### config.mk
export PLATFORM = sky130hd
export DESIGN_NAME = pipe_hazard_ctrl
export DESIGN_NICKNAME = d
export VERILOG_FILES = /design/src/rtl/pipe_hazard_ctrl_pkg.sv /design/src/rtl/hazard_perf_cnt.sv /design/src/rtl/pipe_hazard_ctrl.sv
export SDC_FILE = /design/constraint.sdc
export NUM_CORES = 1
export LEC_CHECK = 0
export BUFFER_PORTS_ARGS = -buffer_cell sky130_fd_sc_hd__buf_4
export CORE_MARGIN = 1.5
export CORE_UTILIZATION = 30
export CTS_CLUSTER_SIZE = 20
export DETAILED_ROUTE_END_ITERATION = 10
export PLACE_DENSITY = 0.6
export SLEW_MARGIN = 5
export SYNTH_ARGS = -nofsm -noshare
export SYNTH_HDL_FRONTEND = slang
export SYNTH_SLANG_ARGS = --single-unit
### constraint.sdc
create_clock -name clk -period 1.9 [get_ports clk]
set_input_delay 0.285 -clock clk [delete_from_list [all_inputs] [get_ports clk]]
set_output_delay 0.285 -clock clk [all_outputs]
set_load 0.05 [all_outputs]
### src/rtl/pipe_hazard_ctrl_pkg.sv
`default_nettype none
// ============================================================================
//  Module      : pipe_hazard_ctrl_pkg
//  Description : Shared types for the 5-stage hazard controller. Holds the
//                FSM state encodings, the default register index width and
//                the stall/flush control bundle with its canned patterns.
//  Revision    : 1.0  initial release
// ============================================================================
package pipe_hazard_ctrl_pkg;

    // Default register index width for a 32-entry register file
    localparam int HZ_REG_ADDR_WIDTH = 5;

    // Controller state, also exported on state_o
    typedef enum logic [1:0] {
        HZ_RUN      = 2'd0,
        HZ_MEM_WAIT = 2'd1,
        HZ_HALT     = 2'd2
    } hz_state_e;

    // Per-stage stall/flush bundle, most significant field first
    typedef struct packed {
        logic stall_pc;
        logic stall_if_id;
        logic stall_id_ex;
        logic stall_ex_mem;
        logic flush_if_id;
        logic flush_id_ex;
        logic flush_mem_wb;
    } hz_ctrl_t;

    // Nothing held, nothing squashed
    localparam hz_ctrl_t HZ_CTRL_NONE   = '{1'b0, 1'b0, 1'b0, 1'b0, 1'b0, 1'b0, 1'b0};
    // Whole pipe held; MEM/WB gets a bubble so WB does not retire twice
    localparam hz_ctrl_t HZ_CTRL_FREEZE = '{1'b1, 1'b1, 1'b1, 1'b1, 1'b0, 1'b0, 1'b1};
    // Taken branch in EX: squash the two younger instructions
    localparam hz_ctrl_t HZ_CTRL_REDIR  = '{1'b0, 1'b0, 1'b0, 1'b0, 1'b1, 1'b1, 1'b0};
    // Load-use: hold PC and IF/ID, insert a bubble into EX
    localparam hz_ctrl_t HZ_CTRL_LDUSE  = '{1'b1, 1'b1, 1'b0, 1'b0, 1'b0, 1'b1, 1'b0};
    // While reset is held every stage register loads a bubble
    localparam hz_ctrl_t HZ_CTRL_RESET  = '{1'b0, 1'b0, 1'b0, 1'b0, 1'b1, 1'b1, 1'b1};

endpackage
`default_nettype wire

### src/rtl/hazard_perf_cnt.sv
`default_nettype none
// ============================================================================
//  Module      : hazard_perf_cnt
//  Description : Two independent enabled wrap-around event counters used for
//                stall-cycle and redirect-flush statistics. Only instantiated
//                when HAZARD_PERF_CNT_EN is defined.
//  Revision    : 1.0  initial release
// ============================================================================
module hazard_perf_cnt #(
    parameter int WIDTH = 32
) (
    input  logic             clk,
    input  logic             rst,
    input  logic             en_a,
    input  logic             en_b,
    output logic [WIDTH-1:0] cnt_a,
    output logic [WIDTH-1:0] cnt_b
);

    // Count enabled cycles; natural wrap on overflow
    always_ff @(posedge clk or posedge rst) begin
        if (rst) begin
            cnt_a <= '0;
            cnt_b <= '0;
        end else begin
            if (en_a) cnt_a <= cnt_a + WIDTH'(1);
            if (en_b) cnt_b <= cnt_b + WIDTH'(1);
        end
    end

endmodule
`default_nettype wire

### src/rtl/pipe_hazard_ctrl.sv
`default_nettype none
// ============================================================================
//  Module      : pipe_hazard_ctrl
//  Description : Stall/flush generator for the 5-stage core. Detects load-use
//                hazards, squashes on EX redirects, freezes the pipe while a
//                data access is outstanding and halts on a memory watchdog
//                timeout. Optional perf counters under HAZARD_PERF_CNT_EN.
//  Revision    : 1.0  initial release
// ============================================================================
module pipe_hazard_ctrl
    import pipe_hazard_ctrl_pkg::*;
#(
    parameter int REG_ADDR_WIDTH = HZ_REG_ADDR_WIDTH,
    parameter int MEM_TIMEOUT    = 256,
    parameter int TMO_CNT_WIDTH  = $clog2(MEM_TIMEOUT)
`ifdef HAZARD_PERF_CNT_EN
    ,
    parameter int PERF_CNT_WIDTH = 32
`endif
) (
    input  logic                      clk,
    input  logic                      rst,
    input  logic [REG_ADDR_WIDTH-1:0] rs1_id,
    input  logic [REG_ADDR_WIDTH-1:0] rs2_id,
    input  logic                      rs1_used_id,
    input  logic                      rs2_used_id,
    input  logic [REG_ADDR_WIDTH-1:0] rd_ex,
    input  logic                      mem_read_ex,
    input  logic                      redirect_ex,
    input  logic                      mem_req,
    input  logic                      mem_ready,
    output logic                      stall_pc,
    output logic                      stall_if_id,
    output logic                      stall_id_ex,
    output logic                      stall_ex_mem,
    output logic                      flush_if_id,
    output logic                      flush_id_ex,
    output logic                      flush_mem_wb,
    output logic                      mem_timeout_err,
    output logic [1:0]                state_o
`ifdef HAZARD_PERF_CNT_EN
    ,
    output logic [PERF_CNT_WIDTH-1:0] stall_cyc_cnt_o,
    output logic [PERF_CNT_WIDTH-1:0] flush_evt_cnt_o
`endif
);

    // Watchdog fires when the counter reaches this value while still frozen
    localparam logic [TMO_CNT_WIDTH-1:0] C_TMO_LAST = TMO_CNT_WIDTH'(MEM_TIMEOUT - 1);

    hz_state_e                state;
    hz_state_e                state_nxt;
    logic [TMO_CNT_WIDTH-1:0] tmo_cnt;
    logic [TMO_CNT_WIDTH-1:0] tmo_cnt_nxt;
    logic                     err;
    hz_ctrl_t                 ctrl;
    logic                     frz;
    logic                     lu;

    assign frz = mem_req & ~mem_ready;

    // A load in EX whose destination feeds a live source of the ID instruction
    assign lu = mem_read_ex && (rd_ex != '0) &&
                ((rs1_used_id && (rs1_id == rd_ex)) ||
                 (rs2_used_id && (rs2_id == rd_ex)));

    // State, watchdog counter and sticky error register
    always_ff @(posedge clk or posedge rst) begin
        if (rst) begin
            state   <= HZ_RUN;
            tmo_cnt <= '0;
            err     <= 1'b0;
        end else begin
            state   <= state_nxt;
            tmo_cnt <= tmo_cnt_nxt;
            err     <= err | (state_nxt == HZ_HALT);
        end
    end

    // Next-state logic and Mealy stall/flush controls
    always_comb begin
        state_nxt   = state;
        tmo_cnt_nxt = tmo_cnt;
        ctrl        = HZ_CTRL_NONE;
        unique case (state)
            HZ_RUN, HZ_MEM_WAIT: begin
                if (frz) begin
                    ctrl = HZ_CTRL_FREEZE;
                    if (state == HZ_RUN) begin
                        state_nxt   = HZ_MEM_WAIT;
                        tmo_cnt_nxt = TMO_CNT_WIDTH'(1);
                    end else begin
                        tmo_cnt_nxt = tmo_cnt + TMO_CNT_WIDTH'(1);
                        if (tmo_cnt == C_TMO_LAST) state_nxt = HZ_HALT;
                    end
                end else begin
                    // Freeze released (or never present): normal hazard rules
                    if (redirect_ex)  ctrl = HZ_CTRL_REDIR;
                    else if (lu)      ctrl = HZ_CTRL_LDUSE;
                    state_nxt   = HZ_RUN;
                    tmo_cnt_nxt = '0;
                end
            end
            HZ_HALT: begin
                ctrl = HZ_CTRL_FREEZE;
            end
            default: begin
                state_nxt   = HZ_RUN;
                tmo_cnt_nxt = '0;
            end
        endcase
        // Reset overrides everything so stage registers fill with bubbles
        if (rst) ctrl = HZ_CTRL_RESET;
    end

    assign stall_pc        = ctrl.stall_pc;
    assign stall_if_id     = ctrl.stall_if_id;
    assign stall_id_ex     = ctrl.stall_id_ex;
    assign stall_ex_mem    = ctrl.stall_ex_mem;
    assign flush_if_id     = ctrl.flush_if_id;
    assign flush_id_ex     = ctrl.flush_id_ex;
    assign flush_mem_wb    = ctrl.flush_mem_wb;
    assign mem_timeout_err = err;
    assign state_o         = state;

`ifdef HAZARD_PERF_CNT_EN
    // flush_if_id outside reset only ever comes from a redirect
    logic redir_flush;
    assign redir_flush = ctrl.flush_if_id & ~rst;

    hazard_perf_cnt #(
        .WIDTH (PERF_CNT_WIDTH)
    ) u_perf_cnt (
        .clk   (clk),
        .rst   (rst),
        .en_a  (ctrl.stall_pc),
        .en_b  (redir_flush),
        .cnt_a (stall_cyc_cnt_o),
        .cnt_b (flush_evt_cnt_o)
    );
`endif

endmodule
`default_nettype wire

# After elaboration in Yosys (flattened, before gate mapping)
# Index checks and enable logic that the tools add are counted.
[word_totals]
ff_bits = 11
wordCells = 33
inputBits = 23
[classes]
mux = 12
n_bitwise = 3
reduce_logical = 8
add_sub_neg = 1
n_eq_ne = 6
[op_table]
columns = ["cell", "count"]
rows = [
  ["two-way mux 7 bit", 4],
  ["two-way mux 8 bit", 2],
  ["case mux 8 bit (2 select lines)", 1],
  ["case mux 7 bit (2 select lines)", 1],
  ["== test 5 bit", 2],
  ["adder 8 x 1 -> 8 bit, second input constant", 1],
  ["== test 8 bit, second input constant", 1],
  ["two-way mux 2 bit", 3],
  ["nonzero test 5 bit", 1],
  ["== test 2 bit, second input constant", 2],
  ["logical AND 1 bit", 4],
  ["case mux 2 bit (2 select lines)", 1],
  ["== test 2 x 1 -> 1 bit, second input constant", 1],
  ["zero test 2 bit", 1],
  ["OR reduction 2 bit", 1],
  ["bitwise AND 1 bit", 1],
  ["logical OR 1 bit", 1],
  ["inverter 1 bit", 1],
  ["bitwise OR 1 bit", 1],
]

# Longest topological paths before layout
# Gate-level depths: netlist of run 1.
[depth]
word_depth = 9
depth_mapped = 5
depth_no_buf = 5

# Least setup slack after synthesis of run 1
# Ideal clock, no wire load.
[synth_path]
kind = "reg2out"
startpoint = "register state[1], in the netlist state_o[1]"
endpoint = "output stall_pc"
t_arrival_ps = 2328
slack_ps = -713
required_time_ps = 1615
path_stages_with_launch = 6
path_cell_list = "dfrtp_1 > nor2b_1 > clkbuf_1 > nor2_1 > o22ai_1 > buf_4"
[synth_between]
elab_chain_cells = 4
[synth_rtl]
columns = ["element", "line_no", "rtl"]
rows = [
  ["start: declaration", "pipe_hazard_ctrl.sv:51", "hz_state_e state;"],
  ["start signal: assignment", "pipe_hazard_ctrl.sv:74", "state <= state_nxt;"],
  ["== test 2 x 1 -> 1 bit or zero test 2 bit (tied branches)", "pipe_hazard_ctrl.sv:85", "unique case (state)"],
  ["OR reduction 2 bit", "pipe_hazard_ctrl.sv:85", ""],
  ["case mux 7 bit (2 select lines) (*)", "pipe_hazard_ctrl.sv:85", ""],
  ["two-way mux 7 bit (*)", "pipe_hazard_ctrl.sv:113", "if (rst) ctrl = HZ_CTRL_RESET;"],
  ["end: declaration", "pipe_hazard_ctrl.sv:32", "output logic stall_pc,"],
]
# Mark *: on every way between the ends. The rest lies on a longest branch, timed or not.

# Final worst setup path of run 1
[layout_path]
startpoint = "input rd_ex[3]"
endpoint = "output flush_id_ex"
[layout_between]
elab_chain_cells = 9
[layout_rtl]
columns = ["element", "line_no", "rtl"]
rows = [
  ["start: declaration", "pipe_hazard_ctrl.sv:27", "input logic [REG_ADDR_WIDTH-1:0] rd_ex,"],
  ["== test 5 bit (on tied branches)", "pipe_hazard_ctrl.sv:64, pipe_hazard_ctrl.sv:65", ""],
  ["logical AND 1 bit (on tied branches)", "pipe_hazard_ctrl.sv:64, pipe_hazard_ctrl.sv:65", ""],
  ["logical OR 1 bit", "pipe_hazard_ctrl.sv:64", "((rs1_used_id && (rs1_id == rd_ex)) ||"],
  ["logical AND 1 bit (*)", "pipe_hazard_ctrl.sv:63", "assign lu = mem_read_ex && (rd_ex != '0) &&"],
  ["two-way mux 7 bit (*)", "pipe_hazard_ctrl.sv:99", "else if (lu) ctrl = HZ_CTRL_LDUSE;"],
  ["two-way mux 7 bit (*)", "pipe_hazard_ctrl.sv:98", "if (redirect_ex) ctrl = HZ_CTRL_REDIR;"],
  ["two-way mux 7 bit (*)", "pipe_hazard_ctrl.sv:87", "if (frz) begin"],
  ["case mux 7 bit (2 select lines) (*)", "pipe_hazard_ctrl.sv:85", ""],
  ["two-way mux 7 bit (*)", "pipe_hazard_ctrl.sv:113", ""],
  ["end: declaration", "pipe_hazard_ctrl.sv:37", "output logic flush_id_ex,"],
]
# Marked as above.

==> load_flow_metrics.sql, run 1 <==
INSERT INTO impl_metrics (metric_group, metric, value, unit) VALUES
('status', 'run_status', 'complete, no violations', ''),
('logic_synthesis', 'yosys_warnings', '0', ''),
('timing', 'achievable-frequency', '533', 'MHz'),
('timing', 'number_of_pins_exceeding_their_max_slew_limit_in_the_final_report', '0', ''),
('layout', 'areaGrowthSynthToFinish', '48.3', '%'),
('logic_synthesis', 'synth-edff-count', '0', ''),
('timing', 'post-route-period-util', '98.8', '%'),
('die', 'row_count', '17', ''),
('grt', 'grt_start_max_net_pins', '12', ''),
('layout', 'fin_util', '48.1', '%'),
('grt', 'antenna_found_initial', '0', ''),
('clocking', 'clk_path_buf_depth', '2', ''),
('clocking', 'cts_made_buffers', '3', ''),
('clocking', 'path_clk_slew', '60', 'ps'),
('grt', 'grt_pass1_vias', '730', ''),
('clocking', 'htree_levels', '1', ''),
('setup_path', 'cp.required', '1620', 'ps'),
('min_path', 'min-delay-path-class', 'input port to async pin', ''),
('place', 'port-buffer-count', '32', ''),
('setup_path', 'critical_path.startpoint', 'rd_ex[3]', ''),
('routing', 'wl_per_instance', '11.9', 'um'),
('clocking', 'clk_latency', '260', 'ps'),
('flow_run', 'maxCapViolations', '0', ''),
('timing', 'timing.clock.skew', '0.796', 'ps'),
('routing', 'ant_nets', '0', ''),
('timing', 'timing.final.hold_violations', '0', ''),
('logic_synthesis', 'cells_after_synthesis', '85', ''),
('setup_path', 'timing.critical_path.from_type', 'input port', ''),
('place', 'dp.final_hpwl', '1.33', 'mm'),
('timing', 'setup_viol_count_final', '0', ''),
('pwr', 'power.ir.vdd_worst', '0.000423', 'V'),
('logic_synthesis', 'post_synthesis_cell_area', '738', 'um^2'),
('logic_synthesis', 'ys_async_sr_fraction', '100', '%'),
('setup_path', 'critPathKind', 'input port to output port', ''),
('timing', 'worst-slew-pin-transition', '435', 'ps'),
('layout', 'antennaDiodeCount', '0', ''),
('routing', 'via_per_inst', '4.97', ''),
('clocking', 'setup_fix_bufs_post_cts', '0', ''),
('die', 'fp.dieH', '52.6', 'um'),
('logic_synthesis', 'synth_seq_cells', '11', ''),
('setup_path', 'rr_startpoint', 'tmo_cnt[0]', ''),
('pwr', 'power.density_cell_area', '498', 'nW/um^2'),
('setup_path', 'critPathCaptureType', 'output port', ''),
('timing', 'fin_crit', '1880', 'ps'),
('clocking', 'clock-sinks', '11', ''),
('layout', 'most_common_library_cell_in_the_layout_ignoring_fill_and_taps', 'sky130_fd_sc_hd__buf_4', ''),
('clocking', 'cts_hold_buffers', '0', ''),
('timing', 'max-slew-margin-rel', '70.9', '%'),
('die', 'dieWidth', '52.6', 'um'),
('clocking', 'clockRootBuffer', 'sky130_fd_sc_hd__clkbuf_4', ''),
('layout', 'most-common-layout-cells', 'sky130_fd_sc_hd__buf_4 (33), sky130_fd_sc_hd__o21ai_0 (12), sky130_fd_sc_hd__dfrtp_1 (9)', ''),
('grt', 'grt_pass1_wl', '2.99', 'mm'),
('die', 'fp.dieArea', '2770', 'um^2'),
('layout', 'num-fill-cells', '230', ''),
('routing', 'drc_errors', '0', ''),
('die', 'initial_utilization', '32.4', '%'),
('logic_synthesis', 'avgSynthCellArea', '8.68', 'um^2'),
('routing', 'drt_iter0_markers', '8', ''),
('layout', 'nNetsFinal', '144', ''),
('logic_synthesis', 'ys.flop_type', 'sky130_fd_sc_hd__dfrtp_1', ''),
('timing', 'setup_total_negative_slack', '0', 'ps'),
('layout', 'multi_input_logic_area', '467', 'um^2'),
('logic_synthesis', 'synth_sequential_area_ratio', '37.3', '%'),
('layout', 'layout-drive-gt1-share', '40.3', '%'),
('die', 'boundaryPins', '33', ''),
('setup_path', 'timing.critical_path.fanout_max', '3', ''),
('timing', 'rsz_0062_raised_after_global_routing', 'yes', ''),
('logic_synthesis', 'syn_nets', '109', ''),
('pwr', 'p_leak', '0.520', 'nW'),
('clocking', 'tritoncts', 'done', ''),
('place', 'place.gp.congestion', '0.800', ''),
('logic_synthesis', 'synth.lib_cells_used.distinct', '34', ''),
('grt', 'globalRouteOverflowTotal', '0', ''),
('routing', 'routed_wirelength', '1.75', 'mm'),
('grt', 'track_usage', '14.5', '%'),
('setup_path', 'worstPathArrival', '1590', 'ps'),
('die', 'placeableCoreArea', '2280', 'um^2'),
('routing', 'detailedRoute.firstPassIterationCount', '4', ''),
('routing', 'vias', '730', ''),
('layout', 'register_area', '278', 'um^2');
==> what timing repair did <==
item	CTS	global route
pin swaps	0	2
resized for setup	3	2
setup endpoints to repair	2	3
==> stage by stage <==
stage | setup WS, ps | power [mW] | hold WS [ps] | cells | cell area, um^2
after detailed placement | 13.0 | 0.391 | 355 | 143 | 1050
after CTS | 2.64 | 0.554 | 69.4 | 147 | 1080
after global placement | 12.0 | 0.390 | 353 | 143 | 1050
final | 22.2 | 0.545 | 81.7 | 147 | 1090
after global routing | -27.5 | 0.581 | 87.9 | 147 | 1090
after floorplan | -70.2 | 0.326 | 145 | 85 | 779
==> routing by layer <==
layer,share of wire (%),vias to the layer above,global-route usage [%]
met4,0.46,0,3.85
li1,-,369,-
met1,45,343,17.2
met3,5.4,2,4.86
met2,49,16,24.8
met5,0,-,0
==> kinds of logic after synthesis <==
kind of cell | synth area share, %
buffers and inverters | 6.27
XOR/XNOR | 11.9
adder cells (fa/ha/maj) | 1.69
AND/OR/NAND/NOR | 23.2
AO/OA/AOI/OAI | 19.7
flip-flops | 37.3
==> critical path, stage by stage <==
cell and delay (ps):
sky130_fd_sc_hd__buf_4 130, sky130_fd_sc_hd__xor2_1 160, sky130_fd_sc_hd__nor4_2 330, sky130_fd_sc_hd__a32oi_2 220, sky130_fd_sc_hd__o31ai_4 240, sky130_fd_sc_hd__buf_4 230
==> state kept, by name, summed over array words and instances, names as in the netlist <==
name	flops
tmo_cnt	8
state_o	2
mem_timeout_err	1
==> final cells by class <==
cell class | instances | share of cell area [%]
clock buffer | 4 | 2.40
inverter | 5 | 1.71
multi-input combinational | 64 | 42.6
sequential | 11 | 25.4
tap | 28 | 3.20
timing repair buffer | 35 | 24.7
==> where the power goes <==
part / switching (mW) / leakage, nW / internal (mW)
sequential: 0.00342 / 0.149 / 0.237
combinational: 0.0814 / 0.357 / 0.0687
clock: 0.0740 / 0.0150 / 0.0812
total: 0.159 / 0.520 / 0.387
==> path summary, 6_finish.rpt <==
kind                                    to  slack, ps  cells after the start
setup / recovery               flush_id_ex         20                      6
hold / removal             mem_timeout_err         80                      3
setup reg to reg           mem_timeout_err        460                      5
hold reg to reg            mem_timeout_err        470                      1
max in group asynchronous       state_o[0]       1660                      3
min in group clk                state_o[0]        290                      3
==> synthesized netlist by cell type (2+ instances only) <==
| cell type | n | area (um^2) |
|---|---|---|
| sky130_fd_sc_hd__a21oi_1 | 4 | 20.0 |
| sky130_fd_sc_hd__nand2_1 | 4 | 15.0 |
| sky130_fd_sc_hd__and3_1 | 3 | 18.8 |
| sky130_fd_sc_hd__xor2_1 | 8 | 70.1 |
| sky130_fd_sc_hd__buf_4 | 2 | 15.0 |
| sky130_fd_sc_hd__dfrtp_1 | 11 | 275 |
| sky130_fd_sc_hd__o21ai_0 | 12 | 60.1 |
| sky130_fd_sc_hd__inv_1 | 5 | 18.8 |
| sky130_fd_sc_hd__nor2_1 | 5 | 18.8 |
| sky130_fd_sc_hd__clkbuf_1 | 2 | 7.51 |
| sky130_fd_sc_hd__nor2b_1 | 2 | 12.5 |
| sky130_fd_sc_hd__xnor2_1 | 2 | 17.5 |
| sky130_fd_sc_hd__nand3_1 | 3 | 15.0 |
| sky130_fd_sc_hd__or4_1 | 2 | 15.0 |
No activity file was read; power rests on OpenSTA's default activity.
==> inputs of run 2 (changes only) <==
- CTS_BUF_LIST: not set -> sky130_fd_sc_hd__clkbuf_4
- MAX_ROUTING_LAYER: not set -> met4
- PLACE_DENSITY: 0.6 -> 0.55
==> run 2 against run 1 <==
Effect of this change: largest power group unchanged; critical path depth is 3 lower; combinational power is 9% higher; die area stayed put; final area is 4.2% higher; flip-flop and latch count stayed put; first-iteration DRC count is 140% higher; total power is 5.3% higher; clock skew hardly changed; register-to-register slack worse by 20 ps; clock power is 9.7% higher.
==> load_flow_metrics.sql, run 2 (same netlist as run 1, synthesis figures left out) <==
INSERT INTO impl_metrics (metric_group, metric, value, unit) VALUES
('timing', 'max-slew-margin-rel', '78.1', '%'),
('grt', 'track_usage', '16.1', '%'),
('layout', 'most-common-layout-cells', 'sky130_fd_sc_hd__buf_4 (33), sky130_fd_sc_hd__o21ai_0 (12), sky130_fd_sc_hd__dfrtp_1 (9)', ''),
('pwr', 'pwr-share-seq', '41.8', '%'),
('routing', 'via_per_inst', '4.99', ''),
('flow_run', 'maxCapViolations', '0', ''),
('layout', 'top_register', 'tmo_cnt', ''),
('clocking', 'clock-sinks', '11', ''),
('pwr', 'internal_power', '406', 'uW'),
('layout', 'antennaDiodeCount', '0', ''),
('routing', 'ant_nets', '0', ''),
('die', 'row_count', '17', ''),
('layout', 'largest_register_ffs', '8', ''),
('grt', 'antenna_found_initial', '0', ''),
('die', 'placeableCoreArea', '2280', 'um^2'),
('routing', 'drc_errors', '0', ''),
('grt', 'grt_start_max_net_pins', '12', ''),
('pwr', 'power.density_cell_area', '503', 'nW/um^2'),
('clocking', 'htree_levels', '1', ''),
('die', 'dieWidth', '52.6', 'um'),
('timing', 'setup_total_negative_slack', '0', 'ps'),
('clocking', 'clk_latency', '270', 'ps'),
('layout', 'layout-drive-gt1-share', '44.2', '%'),
('layout', 'nNetsFinal', '145', ''),
('setup_path', 'worstPathArrival', '1580', 'ps'),
('clocking', 'path_clk_slew', '70', 'ps'),
('timing', 'post-route-period-util', '98.3', '%'),
('setup_path', 'worst_r2r_path_depth', '5', ''),
('status', 'run_status', 'complete, no violations', ''),
('die', 'fp.dieArea', '2770', 'um^2'),
('routing', 'drt_iter0_markers', '19', ''),
('place', 'port-buffer-count', '32', ''),
('clocking', 'tritoncts', 'done', ''),
('routing', 'vias', '739', ''),
('min_path', 'min-delay-path-class', 'input port to async pin', ''),
('die', 'initial_utilization', '32.4', '%'),
('timing', 'worst-slew-pin-transition', '326', 'ps'),
('setup_path', 'worstPathBufferInverterCount', '1', ''),
('layout', 'most_common_library_cell_in_the_layout_ignoring_fill_and_taps', 'sky130_fd_sc_hd__buf_4', ''),
('setup_path', 'cp_cell_instances', 'or4_4 -> o22ai_4 -> buf_6', ''),
('layout', 'fin_util', '50.1', '%'),
('timing', 'setup_viol_count_final', '0', ''),
('pwr', 'power.ir.vdd_worst', '0.000533', 'V'),
('pwr', 'combPwrFrac', '28.5', '%'),
('timing', 'hold_ws', '66.5', 'ps'),
('setup_path', 'timing.critical_path.fanout_max', '7', ''),
('setup_path', 'cp.required', '1620', 'ps'),
('setup_path', 'timing.reg2reg.setup_slack', '440', 'ps'),
('pwr', 'power.switching', '168', 'uW'),
('setup_path', 'critPathCaptureType', 'output port', ''),
('timing', 'achievable-frequency', '536', 'MHz'),
('clocking', 'clockRootBuffer', 'sky130_fd_sc_hd__clkbuf_4', ''),
('setup_path', 'rr_startpoint', 'tmo_cnt[0]', ''),
('routing', 'routed_wirelength', '1.82', 'mm'),
('place', 'place.gp.congestion', '0.775', ''),
('pwr', 'power_consumption', '574', 'uW'),
('setup_path', 'critical-path-slowest-cell', 'sky130_fd_sc_hd__or4_4', ''),
('die', 'fp.dieH', '52.6', 'um'),
('setup_path', 'timing.critical_path.slowest_cell_delay', '510', 'ps'),
('timing', 'number_of_pins_exceeding_their_max_slew_limit_in_the_final_report', '0', ''),
('setup_path', 'path_delay_family', 'simple AND/OR/NAND/NOR gates', ''),
('place', 'dp.final_hpwl', '1.36', 'mm'),
('timing', 'timing.clock.skew', '1.17', 'ps'),
('setup_path', 'timing.critical_path.from_type', 'flip-flop', ''),
('timing', 'timing.final.hold_violations', '0', ''),
('grt', 'grt_pass1_wl', '3.20', 'mm'),
('die', 'boundaryPins', '33', ''),
('pwr', 'p_clk_share', '29.7', '%'),
('routing', 'wl_per_instance', '12.3', 'um'),
('grt', 'grt_pass1_vias', '727', ''),
('timing', 'fin_crit', '1870', 'ps'),
('pwr', 'switching_share', '29.2', '%'),
('layout', 'areaGrowthSynthToFinish', '54.6', '%'),
('routing', 'detailedRoute.firstPassIterationCount', '4', ''),
('grt', 'globalRouteOverflowTotal', '0', ''),
('setup_path', 'worst_reg2reg_path_endpoint', 'mem_timeout_err', ''),
('pwr', 'p_leak', '0.535', 'nW'),
('clocking', 'clk_path_buf_depth', '2', ''),
('setup_path', 'critPathKind', 'flip-flop to output port', ''),
('timing', 'rsz_0062_raised_after_global_routing', 'yes', ''),
('clocking', 'cts_made_buffers', '3', '');
## run 2: changes by cell type in the layout (fill, tap and decap cells not counted), sizes merged
cell  change
buf       +1
## run 2: how the worst max path moves through the flow
stage,cells after the start,slack [ps],end,startpoint
2_1_floorplan,5,-70,stall_pc,state_o[1]
3_5_place_dp,6,-70,stall_if_id,rd_ex[1]
5_1_grt,3,-30,stall_pc,state_o[1]
3_3_place_gp,6,-30,stall_if_id,rd_ex[1]
6_report,3,30,stall_pc,state_o[1]
4_1_cts,3,1,stall_if_id,state_o[1]
## run 2: routing by layer
metal	share of wire, %	track usage, %	vias to the layer above	wire length [um]
met5	0	-	-	0
met4	0	2.56	0	0
met3	9.0	5.14	0	163
met2	44	25.0	28	797
met1	47	20.9	342	856
li1	-	-	369	-
## run 2: cell type report
cell class                 instances  area, um^2
clock buffer                       4        30.0
fill                             214        1130
inverter                           5        18.8
multi-input combinational         64         498
sequential                        11         278
tap                               28        35.0
timing repair buffer              36         282
## run 2: worst register-to-register path, cell delays in order (launching register included)
cell	delay, ps
sky130_fd_sc_hd__dfrtp_1	430
sky130_fd_sc_hd__ha_1	250
sky130_fd_sc_hd__and3_1	240
sky130_fd_sc_hd__nand3_1	130
sky130_fd_sc_hd__o21bai_1	80
sky130_fd_sc_hd__or2_1	220
## run 2: metrics by stage
stage,cells,worst slack (ps),area [um^2]
after floorplan,85,-70.2,779
after global placement,144,-32.9,1050
after detailed placement,144,-65.7,1050
after CTS,148,1.26,1110
after global routing,148,-32.5,1140
final,148,33.2,1140
## run 2: power groups by stage
stage	clock network (mW)	registers (mW)	logic, mW
3_5_place_dp	0	0.245	0.148
2_1_floorplan	0	0.248	0.0788
6_report	0.170	0.240	0.164
4_1_cts	0.181	0.240	0.155
5_1_grt	0.190	0.241	0.176
3_3_place_gp	0	0.244	0.148
## run 2: timing repair
| item | CTS | global route |
|---|---|---|
| gates cloned | 0 | 0 |
| buffers inserted | 0 | 0 |
| endpoints found under the hold margin | 0 | 0 |
| gates resized for setup | 6 | 5 |
| pin swaps | 1 | 5 |
| hold buffers | 0 | 0 |
| setup endpoints to repair | 3 | 4 |
